[src/rtl/bsnn_pkg.sv]
// Shared BSNN definitions: binary weight encoding, saturating add and leak-toward-zero helpers.
package bsnn_pkg;

  localparam logic W_POS = 1'b1;
  localparam logic W_NEG = 1'b0;

  // Signed add clamped to the range of a w-bit two's complement value (w <= 64).
  function automatic logic signed [63:0] sat_add(input logic signed [63:0] a,
                                                 input logic signed [63:0] b,
                                                 input int w);
    logic signed [64:0] s, hi, lo;
    s  = 65'(a) + 65'(b);
    hi = (65'sd1 <<< (w - 1)) - 65'sd1;
    lo = -(65'sd1 <<< (w - 1));
    if (s > hi)      s = hi;
    else if (s < lo) s = lo;
    return s[63:0];
  endfunction

  // Move v toward zero by step, stopping at zero rather than crossing it.
  function automatic logic signed [63:0] leak_to_zero(input logic signed [63:0] v,
                                                      input logic signed [63:0] step);
    if (v > step)       return v - step;
    else if (v < -step) return v + step;
    else                return '0;
  endfunction

endpackage

[src/rtl/bsnn_lif_param_if.sv]
// Timestep bus between the spike crossbar and one LIF neuron.
interface bsnn_lif_param_if #(
  parameter int N_IN  = 4,
  parameter int MEM_W = 8
);
  logic                    in_valid;
  logic [N_IN-1:0]         spike_in;
  logic [N_IN-1:0]         weight;
  logic signed [MEM_W-1:0] threshold;
  logic                    out_valid;
  logic                    spike_out;
  logic signed [MEM_W-1:0] mem_out;
  logic                    refrac_busy;

  modport master (output in_valid, spike_in, weight, threshold,
                  input  out_valid, spike_out, mem_out, refrac_busy);
  modport slave  (input  in_valid, spike_in, weight, threshold,
                  output out_valid, spike_out, mem_out, refrac_busy);
endinterface

[src/rtl/bsnn_wsum.sv]
// Combinational signed weighted popcount of binary spikes with +1/-1 weights.
module bsnn_wsum
  import bsnn_pkg::*;
#(
  parameter int N_IN = 4,
  localparam int CW  = $clog2(N_IN + 1)
)(
  input  logic [N_IN-1:0]   spike_in,
  input  logic [N_IN-1:0]   weight,
  output logic signed [CW:0] wsum
);
  logic [CW-1:0] pos, neg;

  always_comb begin
    pos = '0;
    neg = '0;
    for (int i = 0; i < N_IN; i++) begin
      if (spike_in[i]) begin
        if (weight[i] == W_POS) pos = pos + CW'(1);
        else                    neg = neg + CW'(1);
      end
    end
    wsum = $signed({1'b0, pos}) - $signed({1'b0, neg});
  end
endmodule

[src/rtl/bsnn_lif_param.sv]
// Binary-weight leaky integrate-and-fire neuron, one timestep per in_valid strobe.
// Refractory period is built only when BSNN_LIF_REFRAC_EN is defined.
module bsnn_lif_param
  import bsnn_pkg::*;
#(
  parameter int N_IN         = 4,
  parameter int MEM_W        = 8,
  parameter int LEAK_PERIOD  = 4,
  parameter int LEAK_STEP    = 1,
  parameter int REFRAC_STEPS = 2
)(
  input logic             CLK,
  input logic             nRST,
  bsnn_lif_param_if.slave bus
);
  localparam int WS_W = $clog2(N_IN + 1) + 1;
  localparam int LC_W = (LEAK_PERIOD > 1) ? $clog2(LEAK_PERIOD) : 1;

  if (N_IN < 1 || N_IN > 64 || MEM_W < 2 || MEM_W > 64 || LEAK_PERIOD < 0 ||
      LEAK_STEP < 0 || REFRAC_STEPS < 0) begin : g_bad_param
    $error("bsnn_lif_param: parameter out of range");
  end

  logic signed [WS_W-1:0]  wsum;
  logic signed [MEM_W-1:0] mem, mem_i, mem_l;
  logic [LC_W-1:0]         leak_cnt, leak_cnt_nxt;
  logic                    leak_tick, fire, refrac, out_valid_q, spike_q;

  bsnn_wsum #(.N_IN(N_IN)) u_wsum (
    .spike_in (bus.spike_in),
    .weight   (bus.weight),
    .wsum     (wsum)
  );

  always_comb begin
    leak_tick    = (LEAK_PERIOD != 0) && (leak_cnt == LC_W'(LEAK_PERIOD - 1));
    leak_cnt_nxt = (LEAK_PERIOD == 0 || leak_tick) ? '0 : leak_cnt + 1'b1;
    mem_i        = MEM_W'(sat_add(64'(mem), 64'(wsum), MEM_W));
    mem_l        = leak_tick ? MEM_W'(leak_to_zero(64'(mem_i), 64'(LEAK_STEP))) : mem_i;
    fire         = !refrac && (mem_l >= bus.threshold);
  end

  // Refractory steps still advance the leak counter but leave the membrane pinned at 0.
  always_ff @(posedge CLK) begin
    if (!nRST) begin
      mem         <= '0;
      leak_cnt    <= '0;
      out_valid_q <= 1'b0;
      spike_q     <= 1'b0;
    end else if (bus.in_valid) begin
      leak_cnt    <= leak_cnt_nxt;
      out_valid_q <= 1'b1;
      spike_q     <= fire;
      mem         <= (refrac || fire) ? '0 : mem_l;
    end else begin
      out_valid_q <= 1'b0;
      spike_q     <= 1'b0;
    end
  end

`ifdef BSNN_LIF_REFRAC_EN
  localparam int RC_W = (REFRAC_STEPS > 0) ? $clog2(REFRAC_STEPS + 1) : 1;
  logic [RC_W-1:0] refrac_cnt;

  always_ff @(posedge CLK) begin
    if (!nRST)             refrac_cnt <= '0;
    else if (bus.in_valid) refrac_cnt <= refrac ? refrac_cnt - 1'b1
                                                : (fire ? RC_W'(REFRAC_STEPS) : '0);
  end
  assign refrac = (refrac_cnt != '0);
`else
  assign refrac = 1'b0;
`endif

  assign bus.out_valid   = out_valid_q;
  assign bus.spike_out   = spike_q;
  assign bus.mem_out     = mem;
  assign bus.refrac_busy = refrac;
endmodule

[src/flat_wrapper.sv]
// flat-port wrapper written by rule: the top's interface ports become plain ports
module bsnn_lif_param_flat import bsnn_pkg::*;
#(
  parameter int N_IN         = 4,
  parameter int MEM_W        = 8,
  parameter int LEAK_PERIOD  = 4,
  parameter int LEAK_STEP    = 1,
  parameter int REFRAC_STEPS = 2
)
  (CLK, nRST, bus_in_valid, bus_spike_in, bus_weight, bus_threshold, bus_out_valid, bus_spike_out, bus_mem_out, bus_refrac_busy);
  bsnn_lif_param_if #(.N_IN(N_IN), .MEM_W(MEM_W)) bus_i ();
  input logic CLK;
  input logic nRST;
  input wire logic [$bits(bus_i.in_valid)-1:0] bus_in_valid;
  input wire logic [$bits(bus_i.spike_in)-1:0] bus_spike_in;
  input wire logic [$bits(bus_i.weight)-1:0] bus_weight;
  input wire logic [$bits(bus_i.threshold)-1:0] bus_threshold;
  output wire logic [$bits(bus_i.out_valid)-1:0] bus_out_valid;
  output wire logic [$bits(bus_i.spike_out)-1:0] bus_spike_out;
  output wire logic [$bits(bus_i.mem_out)-1:0] bus_mem_out;
  output wire logic [$bits(bus_i.refrac_busy)-1:0] bus_refrac_busy;
  assign bus_i.in_valid = bus_in_valid;
  assign bus_i.spike_in = bus_spike_in;
  assign bus_i.weight = bus_weight;
  assign bus_i.threshold = bus_threshold;
  assign bus_out_valid = bus_i.out_valid;
  assign bus_spike_out = bus_i.spike_out;
  assign bus_mem_out = bus_i.mem_out;
  assign bus_refrac_busy = bus_i.refrac_busy;
  bsnn_lif_param #(.N_IN(N_IN), .MEM_W(MEM_W), .LEAK_PERIOD(LEAK_PERIOD), .LEAK_STEP(LEAK_STEP), .REFRAC_STEPS(REFRAC_STEPS)) u_core (.CLK(CLK), .nRST(nRST), .bus(bus_i));
endmodule
[config.mk]
export PLATFORM = sky130hd
export DESIGN_NAME = bsnn_lif_param_flat
export DESIGN_NICKNAME = d
export VERILOG_FILES = /design/src/rtl/bsnn_pkg.sv /design/src/rtl/bsnn_lif_param_if.sv /design/src/rtl/bsnn_wsum.sv /design/src/rtl/bsnn_lif_param.sv /design/src/flat_wrapper.sv
export SDC_FILE = /design/constraint.sdc
export NUM_CORES = 1
export LEC_CHECK = 0
export CORE_MARGIN = 3
export CORE_UTILIZATION = 50
export DETAILED_ROUTE_END_ITERATION = 16
export DONT_BUFFER_PORTS = 1
export HOLD_SLACK_MARGIN = 0.1
export SLEW_MARGIN = 20
export SYNTH_ARGS = -nofsm -noshare
export SYNTH_HDL_FRONTEND = slang
export SYNTH_SLANG_ARGS = --single-unit
[constraint.sdc]
create_clock -name CLK -period 22.5 [get_ports CLK]
set_input_delay 4.5 -clock CLK [delete_from_list [all_inputs] [get_ports CLK]]
set_output_delay 4.5 -clock CLK [all_outputs]
set_load 0.01 [all_outputs]
## Word-level counts from Yosys, hierarchy flattened

Cells that the tools add are included.
Widths: inputs -> output; s select.

- Register bits after elaboration: 12
- Latch bits: 0
- RAM bits: 0
- ROM bits: 0
- Input bits: 19
- Output and inout bits: 11
- Logic and storage cells: 46
- Memories: 0

- $add $sub $neg: 11
- Multipliers: 0
- Div/mod/pow operators: 0
- Magnitude comparators: 5
- Eq/ne operators: 1
- Shifts and indexed selects: 0
- Muxes and demuxes: 24
- Bitwise logic cells: 0
- Reductions and logical operators: 1

Operators by type and width:

| kind | count |
|---|---|
| $mux 8 | 6 |
| $mux 3 | 13 |
| $add 3x1->3 const B | 6 |
| $add 8x4->9 | 1 |
| $gt 9x8->1 const B | 1 |
| $lt 9x8->1 const B | 1 |
| $add 8x2->8 const B | 1 |
| $ge 8x8->1 | 1 |
| $gt 8x2->1 const B | 1 |
| $lt 8x1->1 const B | 1 |
| $sub 8x2->8 const B | 1 |
| $mux 1 | 4 |
| $sub 3x3->4 | 1 |
| $add 2x1->2 const B | 1 |
| $eq 2x2->1 const B | 1 |
| $mux 2 | 1 |
| $reduce_and 2->1 | 1 |

## Longest topological paths before layout

- Depth after elaboration: 22
- Mapped depth: 39

## By module

Synthesis repeated with hierarchy kept, for this count alone.

- Cells, all modules: 299
- Area, all modules: 2328.5 um^2

By module, submodules not included:

| module | times used | cells an instance | area each (um^2) | sequential area each (um^2) |
|---|---|---|---|---|
| bsnn_lif_param | 1 | 258 | 1940.6 | 240.2 |
| bsnn_wsum | 1 | 41 | 387.9 | 0.0 |

## Least setup slack after synthesis

OpenSTA, ideal clock, no wires.

- Path kind: input to register
- Start point: input port bus_spike_in[0]
- End point: register u_core.mem[2], in the netlist u_core.bus.mem_out[2]
- Setup time: 60 ps
- Data arrival time: 11541 ps
- Path slack: 10900 ps
- Cell stages on the path: 37
- Path buffers: 3
- Cells stage by stage: nand2_1 -> inv_1 -> ha_1 -> a21oi_1 -> inv_1 -> ha_1 -> mux2_2 -> ha_1 -> mux2_2 -> ha_1 -> a21o_1 -> a21oi_1 -> ha_1 -> buf_6 -> a21o_1 -> a2111oi_4 -> a21o_1 -> buf_6 -> nand2_1 -> a21o_1 -> ha_1 -> nand4_1 -> xnor2_1 -> nand3_1 -> a21o_1 -> ha_1 -> buf_2 -> nor4b_1 -> or4_4 -> ha_1 -> and2_1 -> o21ai_0 -> o21ai_0 -> o21ai_0 -> a31oi_1 -> nor2b_1 -> a22o_1

- Longest elaborated chain between the ends: 21

RTL lines:

| item | RTL line | RTL |
|---|---|---|
| from (decl) | flat_wrapper.sv:15 | `input wire logic [$bits(bus_i.spike_in)-1:0] bus_spike_in;` |
| $mux 1 or $mux 3 (tied branches) | bsnn_wsum.sv:18 | `if (spike_in[i]) begin` |
| $add 3x1->3, on equally long branches | bsnn_wsum.sv:19, bsnn_wsum.sv:20 |  |
| $mux 3 | bsnn_wsum.sv:19 | `if (weight[i] == W_POS) pos = pos + CW'(1);` |
| $mux 3 | bsnn_wsum.sv:18 |  |
| $add 3x1->3, on equally long branches | bsnn_wsum.sv:19, bsnn_wsum.sv:20 |  |
| $mux 3 | bsnn_wsum.sv:19 |  |
| $mux 3 | bsnn_wsum.sv:18 |  |
| $add 3x1->3, on equally long branches | bsnn_wsum.sv:19, bsnn_wsum.sv:20 |  |
| [5 not listed] | -- |  |
| $mux 8 | bsnn_pkg.sv:16 | `else if (s < lo) s = lo;` |
| $mux 8 * | bsnn_pkg.sv:15 | `if (s > hi) s = hi;` |
| $add 8x2->8 or $lt 8x1->1 (tied branches) | bsnn_pkg.sv:24 | `else if (v < -step) return v + step;` |
| $mux 8 | bsnn_pkg.sv:24 |  |
| $mux 8 | bsnn_pkg.sv:23 | `if (v > step) return v - step;` |
| $mux 8 * | bsnn_lif_param.sv:39 | `mem_l = leak_tick ? MEM_W'(leak_to_zero(64'(mem_i), 64'(LEAK_STEP))) : mem_i;` |
| $ge 8x8->1 | bsnn_lif_param.sv:40 | `fire = !refrac && (mem_l >= bus.threshold);` |
| $mux 8 * | bsnn_lif_param.sv:54 | `mem <= (refrac \|\| fire) ? '0 : mem_l;` |
| to (signal assigned) | bsnn_lif_param.sv:54 |  |
| to (decl) | bsnn_lif_param.sv:25 | `logic signed [MEM_W-1:0] mem, mem_i, mem_l;` |

Every way passes the cells marked *; elsewhere a longest branch is shown, timed or not.
A chain may end at the register's enable or synchronous reset.

## Final worst setup path

- Start point: input port bus_spike_in[0]
- End point: register u_core.mem[4], in the netlist u_core.bus.mem_out[4]

The elaborated chain is that of the path after synthesis.

==> impl_metrics.py <==
metrics = {
    "synth": {
        "yosys_warnings": 0,
        "synth_compound_area_share_pct": 32.0,
        "synth_xor_area_share_pct": 5.88,
        "synth_edf_count": 0,
        "ys.flop_type": "dfxtp_1",
        "ys_ff_latch": 12,
        "avgSynthCellArea_sq_um": 8.04,
        "synth_simple_gate_area_share_pct": 21.1,
        "syn_nets": 329,
        "syn_inst": 278,
        "synth_top_family_by_area": "compound AO/OA/AOI/OAI gates",
        "synthDistinctLibCells": 65,
        "synthArstFlopShare_pct": 0,
        "synth_seq_area_share_pct": 10.8,
        "syn-cell-area_sq_um": 2230,
        "synthMuxAreaShare_pct": 5.15,
        "yosys.area_share.adder_pct": 18.6,
    },
    "detailed_routing": {
        "drc_errors": 0,
        "ant_nets": 0,
        "drtIter0Drc": 120,
        "post_drt_via_cell_ratio": 6.12,
        "routedWlPerCell_um": 16.4,
        "firstDrtPassIters": 4,
        "num_vias": 1965,
        "routed_wl_mm": 5.28,
    },
    "clock_tree": {
        "cts-root-buf": "clkbuf_8",
        "cts_buffers": 3,
        "clock_path_buffers": 2,
        "numClockSinks": 12,
        "postCtsSetupBuffers": 0,
        "holdBufCountCts": 0,
        "clk_pin_slew_ps": 50,
        "cts_tree": "built",
        "clk_latency_ps": 240,
        "htreeDepth": 1,
        "cts_resized": 0,
    },
    "worst_setup_path": {
        "critPathSlowestCell": "or4_4",
        "reg2reg_slack_ps": 16720,
        "start_kind": "input pin",
        "cp.required_ps": 22680,
        "endpoint_kind": "register",
        "cpMostUsedCell": "ha_1",
        "cp_slowest_stage_delay_ps": 490,
        "startpoint": "bus_spike_in[0]",
        "cp_max_fo": 10,
        "path_class": "input pin to register",
        "rr_worst_depth": 23,
        "crit_arrival_ps": 12390,
        "r2r-end": "u_core.bus.mem_out[4]",
        "reg2reg_from": "u_core.bus.mem_out[0]",
        "critical_path.endpoint": "u_core.bus.mem_out[4]",
    },
    "timing": {
        "finClkSkew_ps": 3.58,
        "finalHoldViolCount": 0,
        "relSlewSlack_pct": 52.6,
        "setup_ws_ps": 10290,
        "tightest_slew_ps": 705,
        "rsz0062_at_grt": "false",
        "setup_viol": 0,
        "finalCritPeriodShare_pct": 54.3,
        "maxSlewViolCount": 0,
        "max_clock_freq_ghz": 0.0819,
        "fin_crit_ps": 12210,
        "worst_hold_slack_ps": 531,
        "setup_tns_ps": 0,
    },
    "global_routing": {
        "grt_max_degree": 17,
        "grt_use_total_pct": 21.6,
        "grt_antenna_before_repair": 0,
        "overflow": 0,
        "grt_first_pass_wirelength_mm": 9.25,
        "grt_pass1_vias": 1903,
    },
    "layout": {
        "mostFrequentLayoutCells": "ha_1, nor2_1, a21oi_1, inv_1, nand2_1",
        "nNetsFinal": 323,
        "drive_gt1_share_pct": 9.59,
        "nFillCells": 407,
        "fin_cells": 321,
        "area_delta_synth_final_pct": 1.90,
        "final_common_cell": "ha_1",
        "antenna_cells": 0,
    },
    "place": {
        "place_ws_ps": 10070,
        "dp_hpwl_mm": 4.30,
        "port_buffers": 0,
        "gp_congestion": 0.881,
        "dp_cells": 317,
    },
    "die": {
        "ioPinCount": 30,
        "initial_core_util_pct": 53.9,
        "die-area_sq_um": 5310,
        "row_count": 23,
        "core-area_sq_um": 4140,
        "dieHeight_um": 72.9,
        "dieWidth_um": 72.9,
    },
    "min_path": {
        "hold_path_class": "register to register",
    },
    "run_status": {
        "outcome": "finished clean",
    },
    "flow_run": {
        "max-cap-violations": 0,
    },
}
routing by layer:
metal / vias up / GRT usage, % / part of all wire [%]
met5: - / 0 / 0
met4: 0 / 4.51 / 0.72
met3: 6 / 2.75 / 5.2
met2: 56 / 32.8 / 42
met1: 870 / 32.5 / 52
li1: 1033 / - / -
sequential cells by signal (all words and copies together) (netlist names):
register / cells
u_core.leak_cnt: 2
u_core.bus.mem_out: 8
u_core.bus.spike_out: 1
u_core.bus.out_valid: 1
stage by stage:
step	utilization, %	instance area (sq um)
after detailed placement	53.6	2220
after floorplan	-	2230
after global placement	53.6	2220
after CTS	55.0	2280
after global routing	55.0	2280
final	55.0	2280
cells by family (layout without fill, tap and decap cells):
family,after synthesis,count (layout)
AOI/OAI and AO/OA,93,93
xor gates and xnor gates,15,15
adders and majority gates,32,32
buffers and inverters,29,22
DFF,12,12
muxes,11,11
other,1,1
and+or+nand+nor,85,85
worst min path at each step:
stage | from | to | slack, ps | cells past startpoint
final | u_core.leak_cnt[1] | u_core.leak_cnt[1] | 530 | 2
after global routing | u_core.leak_cnt[1] | u_core.leak_cnt[1] | 580 | 2
after CTS | u_core.leak_cnt[1] | u_core.leak_cnt[1] | 530 | 2
after detailed placement | u_core.leak_cnt[1] | u_core.leak_cnt[1] | 520 | 2
after global placement | u_core.leak_cnt[1] | u_core.leak_cnt[1] | 510 | 2
after floorplan | u_core.leak_cnt[1] | u_core.leak_cnt[1] | 490 | 2
final cells by class:
class                   instances  area [sq um]  area share (%)
clock buffers                   4          55.1            2.42
multi-input cells             237          1850            81.3
flip-flops and latches         12           240            10.5
inverters                      18          67.6            2.97
well taps                      50          62.6            2.75
cell usage after synthesis, drive strengths merged, types with 2 or more instances:
cell type / instances / share of area (%)
inv: 18 / 3.0
nor3: 4 / 0.90
and3: 3 / 0.84
a2bb2oi: 2 / 0.78
nand2: 14 / 2.4
o2111ai: 3 / 1.2
o31ai: 2 / 0.67
a211o: 3 / 1.2
or4: 2 / 1.0
mux2i: 7 / 3.1
buf: 9 / 3.0
a21o: 13 / 4.4
mux2: 4 / 2.0
a21oi: 19 / 5.3
o22ai: 4 / 1.4
nand2b: 5 / 1.4
o211ai: 2 / 0.90
a22o: 6 / 2.4
o32ai: 2 / 0.78
o21ai: 13 / 3.1
nor2b: 8 / 2.2
o2bb2ai: 2 / 0.78
nor2: 22 / 3.9
and2: 7 / 2.0
clkbuf: 2 / 0.34
ha: 30 / 17
nor4: 2 / 1.1
a41oi: 2 / 0.78
a2111oi: 2 / 1.6
nand3: 5 / 1.1
dfxtp: 12 / 11
xnor2: 6 / 2.4
or2: 4 / 1.1
a22oi: 3 / 1.2
xor2: 9 / 3.5
fa: 2 / 1.8
nand4: 4 / 1.1
a211oi: 6 / 2.0
critical path, delay by kind of cell:
kind	cells	cell delay [ps]
adders and majority gates	8	2510
AOI/OAI and AO/OA	12	2790
muxes	3	820
and+or+nand+nor	8	1610
xor gates and xnor gates	1	130
Power is left out: the tool's default activity adds up to more than one toggle a clock period on the data nets, which glitch-free logic cannot reach.
